**src/rtl/uart_rx_if.sv**
```systemverilog
// Receive-side result bundle of the UART receiver: the recovered byte and its status.
// data_valid is a one-cycle strobe with no backpressure; data_out, frame_err and parity_err
// qualify it and hold their values until the next strobe. busy is a level, not part of the strobe.
interface uart_rx_if;
  logic [7:0] data_out;
  logic       data_valid;
  logic       frame_err;
  logic       parity_err;
  logic       busy;

  modport master (output data_out, output data_valid, output frame_err,
                  output parity_err, output busy);
  modport slave  (input data_out, input data_valid, input frame_err,
                  input parity_err, input busy);
endinterface

```
**src/rtl/uart_rx.sv**
```systemverilog
// Oversampling UART receiver (8N1, LSB first); define UART_RX_PARITY_EN for an even-parity bit.
// state exposes the FSM encoding (IDLE = 0) for observation.
module uart_rx #(
  parameter int OVERSAMPLE = 16
) (
  input  logic         clk,
  input  logic         reset,
  input  logic         sample_tick,
  input  logic         rx,
  uart_rx_if.master    bus,
  output logic [2:0]   state
);

  localparam int CW = $clog2(OVERSAMPLE);
  localparam logic [CW-1:0] HALF_M1 = CW'(OVERSAMPLE / 2 - 1);
  localparam logic [CW-1:0] FULL_M1 = CW'(OVERSAMPLE - 1);

`ifdef UART_RX_PARITY_EN
  typedef enum logic [2:0] {IDLE, START, DATA, STOP, PARITY} state_t;
`else
  typedef enum logic [2:0] {IDLE, START, DATA, STOP} state_t;
`endif

  state_t          state_q, state_d;
  logic            rx_meta, rx_s;
  logic [CW-1:0]   cnt_q, cnt_d;
  logic [2:0]      idx_q, idx_d;
  logic [7:0]      sh_q, sh_d;
  logic            done;
  logic [7:0]      data_q;
  logic            dv_q, fe_q;

`ifdef UART_RX_PARITY_EN
  logic            par_q, par_d, pe_q;
`endif

  always_comb begin
    state_d = state_q;
    cnt_d   = cnt_q + 1'b1;
    idx_d   = idx_q;
    sh_d    = sh_q;
    done    = 1'b0;
`ifdef UART_RX_PARITY_EN
    par_d   = par_q;
`endif
    case (state_q)
      IDLE: begin
        cnt_d = '0;
        if (!rx_s) state_d = START;
      end
      START: begin
        // Mid start bit: a high line here means a glitch, not a frame.
        if (cnt_q == HALF_M1) begin
          cnt_d   = '0;
          idx_d   = 3'd0;
          state_d = rx_s ? IDLE : DATA;
        end
      end
      DATA: begin
        if (cnt_q == FULL_M1) begin
          cnt_d = '0;
          sh_d  = {rx_s, sh_q[7:1]};
          idx_d = idx_q + 3'd1;
`ifdef UART_RX_PARITY_EN
          if (idx_q == 3'd7) state_d = PARITY;
`else
          if (idx_q == 3'd7) state_d = STOP;
`endif
        end
      end
`ifdef UART_RX_PARITY_EN
      PARITY: begin
        if (cnt_q == FULL_M1) begin
          cnt_d   = '0;
          par_d   = rx_s;
          state_d = STOP;
        end
      end
`endif
      STOP: begin
        if (cnt_q == FULL_M1) begin
          cnt_d   = '0;
          done    = 1'b1;
          state_d = IDLE;
        end
      end
      default: begin
        cnt_d   = '0;
        state_d = IDLE;
      end
    endcase
  end

  always_ff @(posedge clk or posedge reset) begin
    if (reset) begin
      rx_meta <= 1'b1;
      rx_s    <= 1'b1;
      state_q <= IDLE;
      cnt_q   <= '0;
      idx_q   <= '0;
      sh_q    <= '0;
      data_q  <= '0;
      dv_q    <= 1'b0;
      fe_q    <= 1'b0;
`ifdef UART_RX_PARITY_EN
      par_q   <= 1'b0;
      pe_q    <= 1'b0;
`endif
    end else begin
      rx_meta <= rx;
      rx_s    <= rx_meta;
      // The strobe drops on the next clock even when no tick arrives.
      dv_q    <= 1'b0;
      if (sample_tick) begin
        state_q <= state_d;
        cnt_q   <= cnt_d;
        idx_q   <= idx_d;
        sh_q    <= sh_d;
`ifdef UART_RX_PARITY_EN
        par_q   <= par_d;
`endif
        if (done) begin
          data_q <= sh_q;
          fe_q   <= ~rx_s;
          dv_q   <= 1'b1;
`ifdef UART_RX_PARITY_EN
          pe_q   <= ^{sh_q, par_q};
`endif
        end
      end
    end
  end

  assign bus.data_out   = data_q;
  assign bus.data_valid = dv_q;
  assign bus.frame_err  = fe_q;
  assign bus.busy       = (state_q != IDLE);
`ifdef UART_RX_PARITY_EN
  assign bus.parity_err = pe_q;
`else
  assign bus.parity_err = 1'b0;
`endif
  assign state = state_q;

endmodule

```
**src/flat_wrapper.sv**
```systemverilog
// flat-port wrapper written by rule: the top's interface ports become plain ports
module uart_rx_flat 
#(
  parameter int OVERSAMPLE = 16
)
  (clk, reset, sample_tick, rx, state, bus_data_out, bus_data_valid, bus_frame_err, bus_parity_err, bus_busy);
  uart_rx_if bus_i ();
  input  logic clk;
  input  logic reset;
  input  logic sample_tick;
  input  logic rx;
  output logic [2:0] state;
  output wire logic [$bits(bus_i.data_out)-1:0] bus_data_out;
  output wire logic [$bits(bus_i.data_valid)-1:0] bus_data_valid;
  output wire logic [$bits(bus_i.frame_err)-1:0] bus_frame_err;
  output wire logic [$bits(bus_i.parity_err)-1:0] bus_parity_err;
  output wire logic [$bits(bus_i.busy)-1:0] bus_busy;
  assign bus_data_out = bus_i.data_out;
  assign bus_data_valid = bus_i.data_valid;
  assign bus_frame_err = bus_i.frame_err;
  assign bus_parity_err = bus_i.parity_err;
  assign bus_busy = bus_i.busy;
  uart_rx #(.OVERSAMPLE(OVERSAMPLE)) u_core (.clk(clk), .reset(reset), .sample_tick(sample_tick), .rx(rx), .bus(bus_i), .state(state));
endmodule
```
**config.mk**
```make
export PLATFORM = sky130hd
export DESIGN_NAME = uart_rx_flat
export DESIGN_NICKNAME = d
export VERILOG_FILES = /design/src/rtl/uart_rx_if.sv /design/src/rtl/uart_rx.sv /design/src/flat_wrapper.sv
export SDC_FILE = /design/constraint.sdc
export NUM_CORES = 1
export LEC_CHECK = 0
export ABC_AREA = 1
export BUFFER_PORTS_ARGS = -buffer_cell sky130_fd_sc_hd__buf_2
export CAP_MARGIN = 20
export CORE_MARGIN = 5
export CORE_UTILIZATION = 50
export CTS_BUF_LIST = sky130_fd_sc_hd__clkbuf_16
export CTS_CLUSTER_DIAMETER = 150
export DETAILED_ROUTE_END_ITERATION = 8
export PLACE_DENSITY_LB_ADDON = 0.1
export SYNTH_ARGS = -nofsm -noshare
export SYNTH_HDL_FRONTEND = slang
export SYNTH_SLANG_ARGS = --single-unit
```
**constraint.sdc**
```tcl
create_clock -name clk -period 1.3 [get_ports clk]
set_input_delay 0.13 -clock clk [delete_from_list [all_inputs] [get_ports clk]]
set_output_delay 0.13 -clock clk [all_outputs]
set_load 0.02 [all_outputs]
```
# Word level (Yosys, flattened, before mapping)
# Cells that the tools add are included.
# word_totals
regBits	30
out_inout_bits	15
# classes
bitwise	1
addsub	2
reduce_logical	8
mux	17
n_eq_ne	11
# ops
op	count
$mux W3	7
$pmux W3 S4	1
$mux W4	2
$ne A2 B1 Y1 const B	4
$pmux W4 S2	1
$eq A3 B2 Y1 const B	2
$pmux W3 S2	1
$reduce_and A6 Y1	1
$add A4 B1 Y4 const B	1
$eq A4 B3 Y1 const B	1
$eq A4 B4 Y1 const B	1
$mux W1	4
$reduce_and A4 Y1	1
$add A3 B1 Y3 const B	1
$eq A3 B1 Y1 const B	1
$eq A3 B3 Y1 const B	1
$logic_not A3 Y1	1
$reduce_and A3 Y1	1
$reduce_bool A3 Y1	1
$mux W2	1
$ne A2 B2 Y1 const B	1
$reduce_and A2 Y1	1
$reduce_bool A2 Y1	1
$reduce_or A2 Y1	1
$not A1 Y1	1

# Longest topological paths before layout
# Gate-level depths: netlist of the first run.
# logic_depth
word_depth	5
depth_mapped	8

# Worst setup path after synthesis of the first run
# Ideal clock, no wire load.
# synth_timing
path_kind	reg-to-reg
from	reg u_core.state_q[0] (netlist: u_core.state[0])
to	reg u_core.state_q[1] (netlist: u_core.state[1])
n_path_buf	0
required_time_ps	1181
slack_ps	-240
stages_incl_launch_ff	9
t_arrival_ps	1421
period_less_slack_ps	1540
path_cell_list	dfrtp_1 > inv_1 > ha_1 > inv_1 > nor2_1 > nor2_1 > nand3_1 > nand2_1 > nand2_1
# synth_between
elab_chain_cells	3
# synth_lines
element	line	rtl
from (decl)	uart_rx.sv:24	state_t state_q, state_d;
from (signal assigned)	uart_rx.sv:115	state_q <= state_d;
$eq A3 B2 Y1, or another cell as far along	uart_rx.sv:46	case (state_q)
$ne A2 B1 Y1 (no line) or $ne A2 B2 Y1 (tied branches)	-	
$reduce_and A6 Y1 (no line)	-	
# Several ways; a longest one is shown, not always the timed one.
# A chain may end at the register's enable or synchronous reset.

# Worst setup path in the final report of the first run
# layout_timing
from	reg u_core.state_q[1] (netlist: u_core.state[1])
to	out bus_busy
# layout_between
elab_chain_cells	1
# layout_lines
element	line	rtl
$reduce_bool A3 Y1	uart_rx.sv:137	assign bus.busy = (state_q != IDLE);
to (decl)	flat_wrapper.sv:17	output wire logic [$bits(bus_i.busy)-1:0] bus_busy;
# Every way passes these cells.

==> results.ini, run 1 <==
[clocking]
cts_buffer_depth = 2
cts-root-buf = clkbuf_16
cts_made_buffers = 5
cts_tree = built
clk_pin_slew_ns = 0.05
clk_latency_ns = 0.27
h-tree-depth = 2
cts_sinks = 29

[layout]
diodes = 0
final-seq-area_um2 = 731
fin_area_um2 = 1930
drive_above_1_share_pct = 42.7
fin_cells = 223
multi_input_area_um2 = 731
nets = 203
fin_util_pct = 69.5
nFillCells = 204
area_growth_pct = 32.9

[synthesis]
yosysWarnings = 0
synth_largest_area_cell = dfrtp_1
synth.avg_cell_area_um2 = 9.27
synth.yosys.seq_area_share_pct = 50.0
ys_top_cells_by_area = dfrtp_1 (46%), nand2_1 (13%), o21ai_2 (9.6%)
syn_inst = 157
ys_types = 17
syn_area_um2 = 1460
ys_ff_latch = 29
synth_top_area_share_pct = 46.4

[floorplan]
placementRows = 19
core_um2 = 2780
pin_count = 19
initial_core_util_pct = 52.3
die_x_um = 63.9
die_area_um2 = 4090
die_y_um = 63.9

[timing]
tns_ns = -0.113
fin_skew_ns = 0.00301
setup_viol = 4
whs_ns = 0.217
post-route-period-util_pct = 104
hold_viol = 0
rsz0062_at_grt = yes
drv_slew = 0
layout_setup_ws_ns = -0.0477
period_needed_ns = 1.35
fmax_mhz = 742

[power_and_ir_drop]
p_leak_nw = 0.982
p_per_area_nw_per_um2 = 1870
p_total_mw = 3.62
irDropWorstVdd_uv = 1450

[grt]
antenna_found_initial = 0
grt.overflow.total = 0
grt_start_max_net_pins = 30
grt_pass1_wl_mm = 4.66
grt_pass1_vias = 1059
grt_usage_pct = 14.9

[routing]
avgViaCountPerCell = 5.04
antenna_left = 0
initialDrtViolationCount = 60
wl_per_cell_um = 12.8
routed_wl_mm = 2.86
post-route-drc-count = 0
firstDrtPassIters = 5
vias = 1124

[critical_path]
critPathMaxStageDelay_ns = 0.47
worst_r2r_endpoint = u_core.cnt_q[2]
cp-startpoint = u_core.state[1]
critical_path.slowest_cell = dfrtp_2
crit_end = bus_busy
r2r_start = u_core.state[1]
cp_top_family = flip-flops
path_cells = inv_4 > ha_4 > buf_6 > inv_2 > buf_6
cp_max_fo = 6
cp.required_ns = 1.17
crit_cells = 5
reg2reg_slack_ns = -0.04
worstSetupPathType = reg -> out
crit_arrival_ns = 1.22
start_kind = flop
worstRegToRegCells = 6
critPathMostFrequentCell = buf_6
endpoint_kind = output pin
crit_buf_inv = 4

[placed_design]
portBuffers = 16
placed_cell_area_um2 = 1610
gp_congestion = 0.883
pre_cts_slack_ns = -0.0628
place_hpwl_mm = 1.84
placedCellCount = 208

[outcome]
status = finished, violations left
violations = negative setup slack

[hold_path]
hold_start = sample_tick
hp-class = in -> reg

[flow_run]
maxCapViolCount = 0

[flip-flops by register name, indices dropped and copies added (netlist names)]
name,cells
u_core.bus.data_out,8
u_core.bus.data_valid,1
u_core.bus.frame_err,1
u_core.cnt_q,4
u_core.idx_q,3
u_core.rx_meta,1
u_core.rx_s,1
u_core.sh_q,8
u_core.state,2
[cell families (layout without fill, tap and decap cells)]
| group | Yosys count | in the layout | synth area share (%) |
|---|---|---|---|
| simple gates | 74 | 74 | 23.6 |
| flops | 29 | 29 | 50.0 |
| buf+inv | 26 | 60 | 8.60 |
| compound gates | 19 | 19 | 10.7 |
| fa+ha+maj | 8 | 8 | 6.88 |
| other cells | 1 | 2 | 0.258 |
[worst min-delay path by stage]
stage                             endpoint  slack (ns)  depth (start not counted)
global route               u_core.cnt_q[2]        0.22                          2
detailed placement  u_core.bus.data_out[0]        0.21                          3
finish                     u_core.cnt_q[2]        0.22                          2
global placement     u_core.bus.data_valid        0.21                          3
floorplan                   u_core.rx_meta        0.13                          0
CTS                        u_core.cnt_q[2]        0.21                          2
[cell type report]
class / instances / share of cell area, %
clock buffer: 5 / 6.47
multi-input combinational: 103 / 37.8
clock inverter: 3 / 0.712
tap: 31 / 2.01
sequential: 29 / 37.8
inverter: 21 / 4.53
timing repair buffer: 31 / 10.7
[cell usage after synthesis]
master,number
nand2_1,50
dfstp_2,2
conb_1,1
buf_4,3
nand3_1,7
a21oi_1,3
inv_1,20
ha_1,8
nand4_1,6
o21ai_2,16
buf_6,2
nand3_4,2
clkinv_2,1
nand3b_1,2
nand3_2,1
dfrtp_1,27
nor2_1,6
[cells in the final DEF, fill, tap and decap left out]
cell	synthesis	routed
o21ai_2	16	16
nand2_1	50	44
inv_2	0	2
nor2_1	6	3
conb_1	1	2
nand3b_1	2	2
ha_4	0	5
dfrtp_2	0	2
buf_6	2	2
nand2_4	0	2
a21oi_1	3	3
clkbuf_16	0	5
dlygate4sd3_1	0	2
clkinv_2	1	3
inv_4	0	3
inv_1	20	16
buf_2	0	15
dfstp_2	2	2
nand3_2	1	4
nand4_1	6	6
ha_1	8	3
nand2_2	0	4
dfrtp_1	27	25
nand3_1	7	4
buf_4	3	12
nand3_4	2	2
nor2_4	0	3
[per-layer routing]
| metal | global-route usage [%] | up-vias | wire length (um) |
|---|---|---|---|
| li1 | - | 566 | - |
| met1 | 17.9 | 523 | 1230 |
| met2 | 22.2 | 30 | 1420 |
| met3 | 5.78 | 5 | 148 |
| met4 | 9.35 | 0 | 55 |
| met5 | 0 | - | 0 |
[power breakdown]
group / switching, mW / leakage [nW] / total, mW / internal [mW]
combinational: 0.771 / 0.516 / 1.43 / 0.656
sequential: 0.132 / 0.392 / 1.13 / 0.993
clock: 0.375 / 0.0748 / 1.07 / 0.691
[repair_timing]
item / in CTS / in global routing
hold buffers: 2 / 0
endpoints found under the hold margin: 28 / 0
pin swaps: 2 / 14
buffers inserted: 2 / 4
setup endpoints to repair: 25 / 27
gates resized for setup: 14 / 19
(Power assumes the default switching activity.)
==> inputs of run 2 (changes only) <==
CORE_UTILIZATION = 55   (was 50)
clock period = 1.54 ns   (was 1.3 ns; I/O delays follow)
==> run 2 against run 1 <==
Sequential share of layout area is 4.4 points higher. The flow now finishes without violations. Register-to-register slack better by 0.15 ns. Combinational power is 48% lower. Final cell count is 5.4% lower. Cell area is 11% lower. Critical path depth is 1 higher. Die area is 7.7% lower.
==> results.ini, run 2 (synthesized netlist as in run 1, its figures left out) <==
[placed_design]
pre_cts_slack_ns = 0.0471
gp_congestion = 0.888
portBuffers = 16
place_hpwl_mm = 1.86

[layout]
final-seq-area_um2 = 729
most-common-layout-cells = nand2_1 (48), dfrtp_1 (26), inv_1 (21)
final_common_cell = nand2_1
area_growth_pct = 18.8
fin_util_pct = 69.2
nFillCells = 186
multi_input_area_um2 = 628
drive_above_1_share_pct = 29.3
nets = 192
diodes = 0

[critical_path]
endpoint_kind = flop
crit_end = u_core.bus.data_out[4]
worstSetupPathType = reg -> reg
reg2reg_slack_ns = 0.11
crit_arrival_ns = 1.58
start_kind = flop
cp-startpoint = u_core.cnt_q[0]
worst_r2r_endpoint = u_core.bus.data_out[4]
cp_max_fo = 18
cp.required_ns = 1.69
r2r_start = u_core.cnt_q[0]
worstRegToRegCells = 6

[grt]
grt_pass1_wl_mm = 4.55
grt.overflow.total = 0
busiest_layer = met2
grt_usage_pct = 16.3
antenna_found_initial = 0
met1_usage_pct = 21.4
use_met3_pct = 5.66
grt_start_max_net_pins = 30
use_met2_pct = 26.4
grt_pass1_vias = 1042

[clocking]
cts_tree = built
cts_made_buffers = 5
cts-root-buf = clkbuf_16
post_cts_buffers = 0
cts_buffer_depth = 2
clk_latency_ns = 0.27
h-tree-depth = 2
clk_pin_slew_ns = 0.05
cts_sinks = 29

[timing]
fmax_mhz = 700
drv_slew = 0
layout_setup_ws_ns = 0.111
rsz0062_at_grt = yes
period_needed_ns = 1.43
whs_ns = 0.211
tns_ns = 0
fin_skew_ns = 0.00464
post-route-period-util_pct = 92.8
hold_viol = 0
setup_viol = 0

[power_and_ir_drop]
clock_power_share_pct = 35.0
swShare_pct = 33.9
p_int_mw = 1.68
irDropWorstVdd_uv = 1280
p_total_mw = 2.54
p_leak_nw = 0.920
p_per_area_nw_per_um2 = 1470
p_comb_share_pct = 29.3
seqPwrFrac_pct = 35.7
p_switching_mw = 0.862

[flow_run]
maxCapViolCount = 0

[routing]
initialDrtViolationCount = 39
routed_wl_mm = 2.59
post-route-drc-count = 0
antenna_left = 0
firstDrtPassIters = 4
avgViaCountPerCell = 5.18
vias = 1092
wl_per_cell_um = 12.3

[hold_path]
hp-class = in -> reg

[floorplan]
die_y_um = 61.4
pin_count = 19
die_x_um = 61.4
core_um2 = 2500
initial_core_util_pct = 58.2
placementRows = 18
die_area_um2 = 3770

[outcome]
status = complete, no violations

==> run 2: cell types whose count changed in the layout (fill, tap and decap cells not counted), sizes merged <==
cell / previous run / this run
buf: 29 / 18
==> run 2: layout make-up <==
class	count	share of cell area, %
flip-flops and latches	29	42.2
clock buffers	5	7.24
clock inverters	3	0.796
multi-input cells	103	36.3
inverters	21	4.63
repair buffers	20	6.66
well taps	30	2.17
==> run 2: how the worst min path moves through the flow <==
| stage | startpoint | endpoint | slack [ns] | cells past startpoint |
|---|---|---|---|---|
| floorplan | rx | u_core.rx_meta | 0.16 | 0 |
| global placement | reset | u_core.bus.data_out[1] | 0.23 | 3 |
| detailed placement | reset | u_core.bus.data_out[2] | 0.25 | 3 |
| CTS | sample_tick | u_core.cnt_q[2] | 0.20 | 2 |
| global route | sample_tick | u_core.cnt_q[2] | 0.22 | 2 |
| finish | sample_tick | u_core.cnt_q[2] | 0.21 | 2 |
==> run 2: critical path: stages, from the launching register on <==
cell and delay (ns):
dfrtp_1 0.41, ha_2 0.24, nand3_2 0.12, clkinv_2 0.11, nand3_4 0.21, nand2_1 0.16, o21ai_2 0.06
==> run 2: per-layer routing <==
layer | part of all wire, % | up-vias
met2 | 47 | 29
met1 | 47 | 523
li1 | - | 540
met5 | 0 | -
met4 | 0 | 0
met3 | 5.7 | 0
==> run 2: power by group through the flow <==
stage | Clock (mW) | Combinational, mW | Sequential [mW]
final | 0.891 | 0.745 | 0.907
after global routing | 0.946 | 0.858 | 0.918
after CTS | 0.908 | 0.708 | 0.897
after detailed placement | 0 | 0.705 | 0.908
after global placement | 0 | 0.677 | 0.904
after floorplan | 0 | 0.482 | 0.936
==> run 2: repair_timing <==
| action | CTS | global route |
|---|---|---|
| setup endpoints to repair | 0 | 8 |
| endpoints found under the hold margin | 28 | 0 |
| hold buffers | 2 | 0 |
| resized for setup | 0 | 7 |
==> run 2: through the flow <==
step                      cell area, um^2  instances
after floorplan                      1460        158
after global placement               1550        201
after detailed placement             1550        201
after CTS                            1710        211
after global routing                 1730        211
final                                1730        211
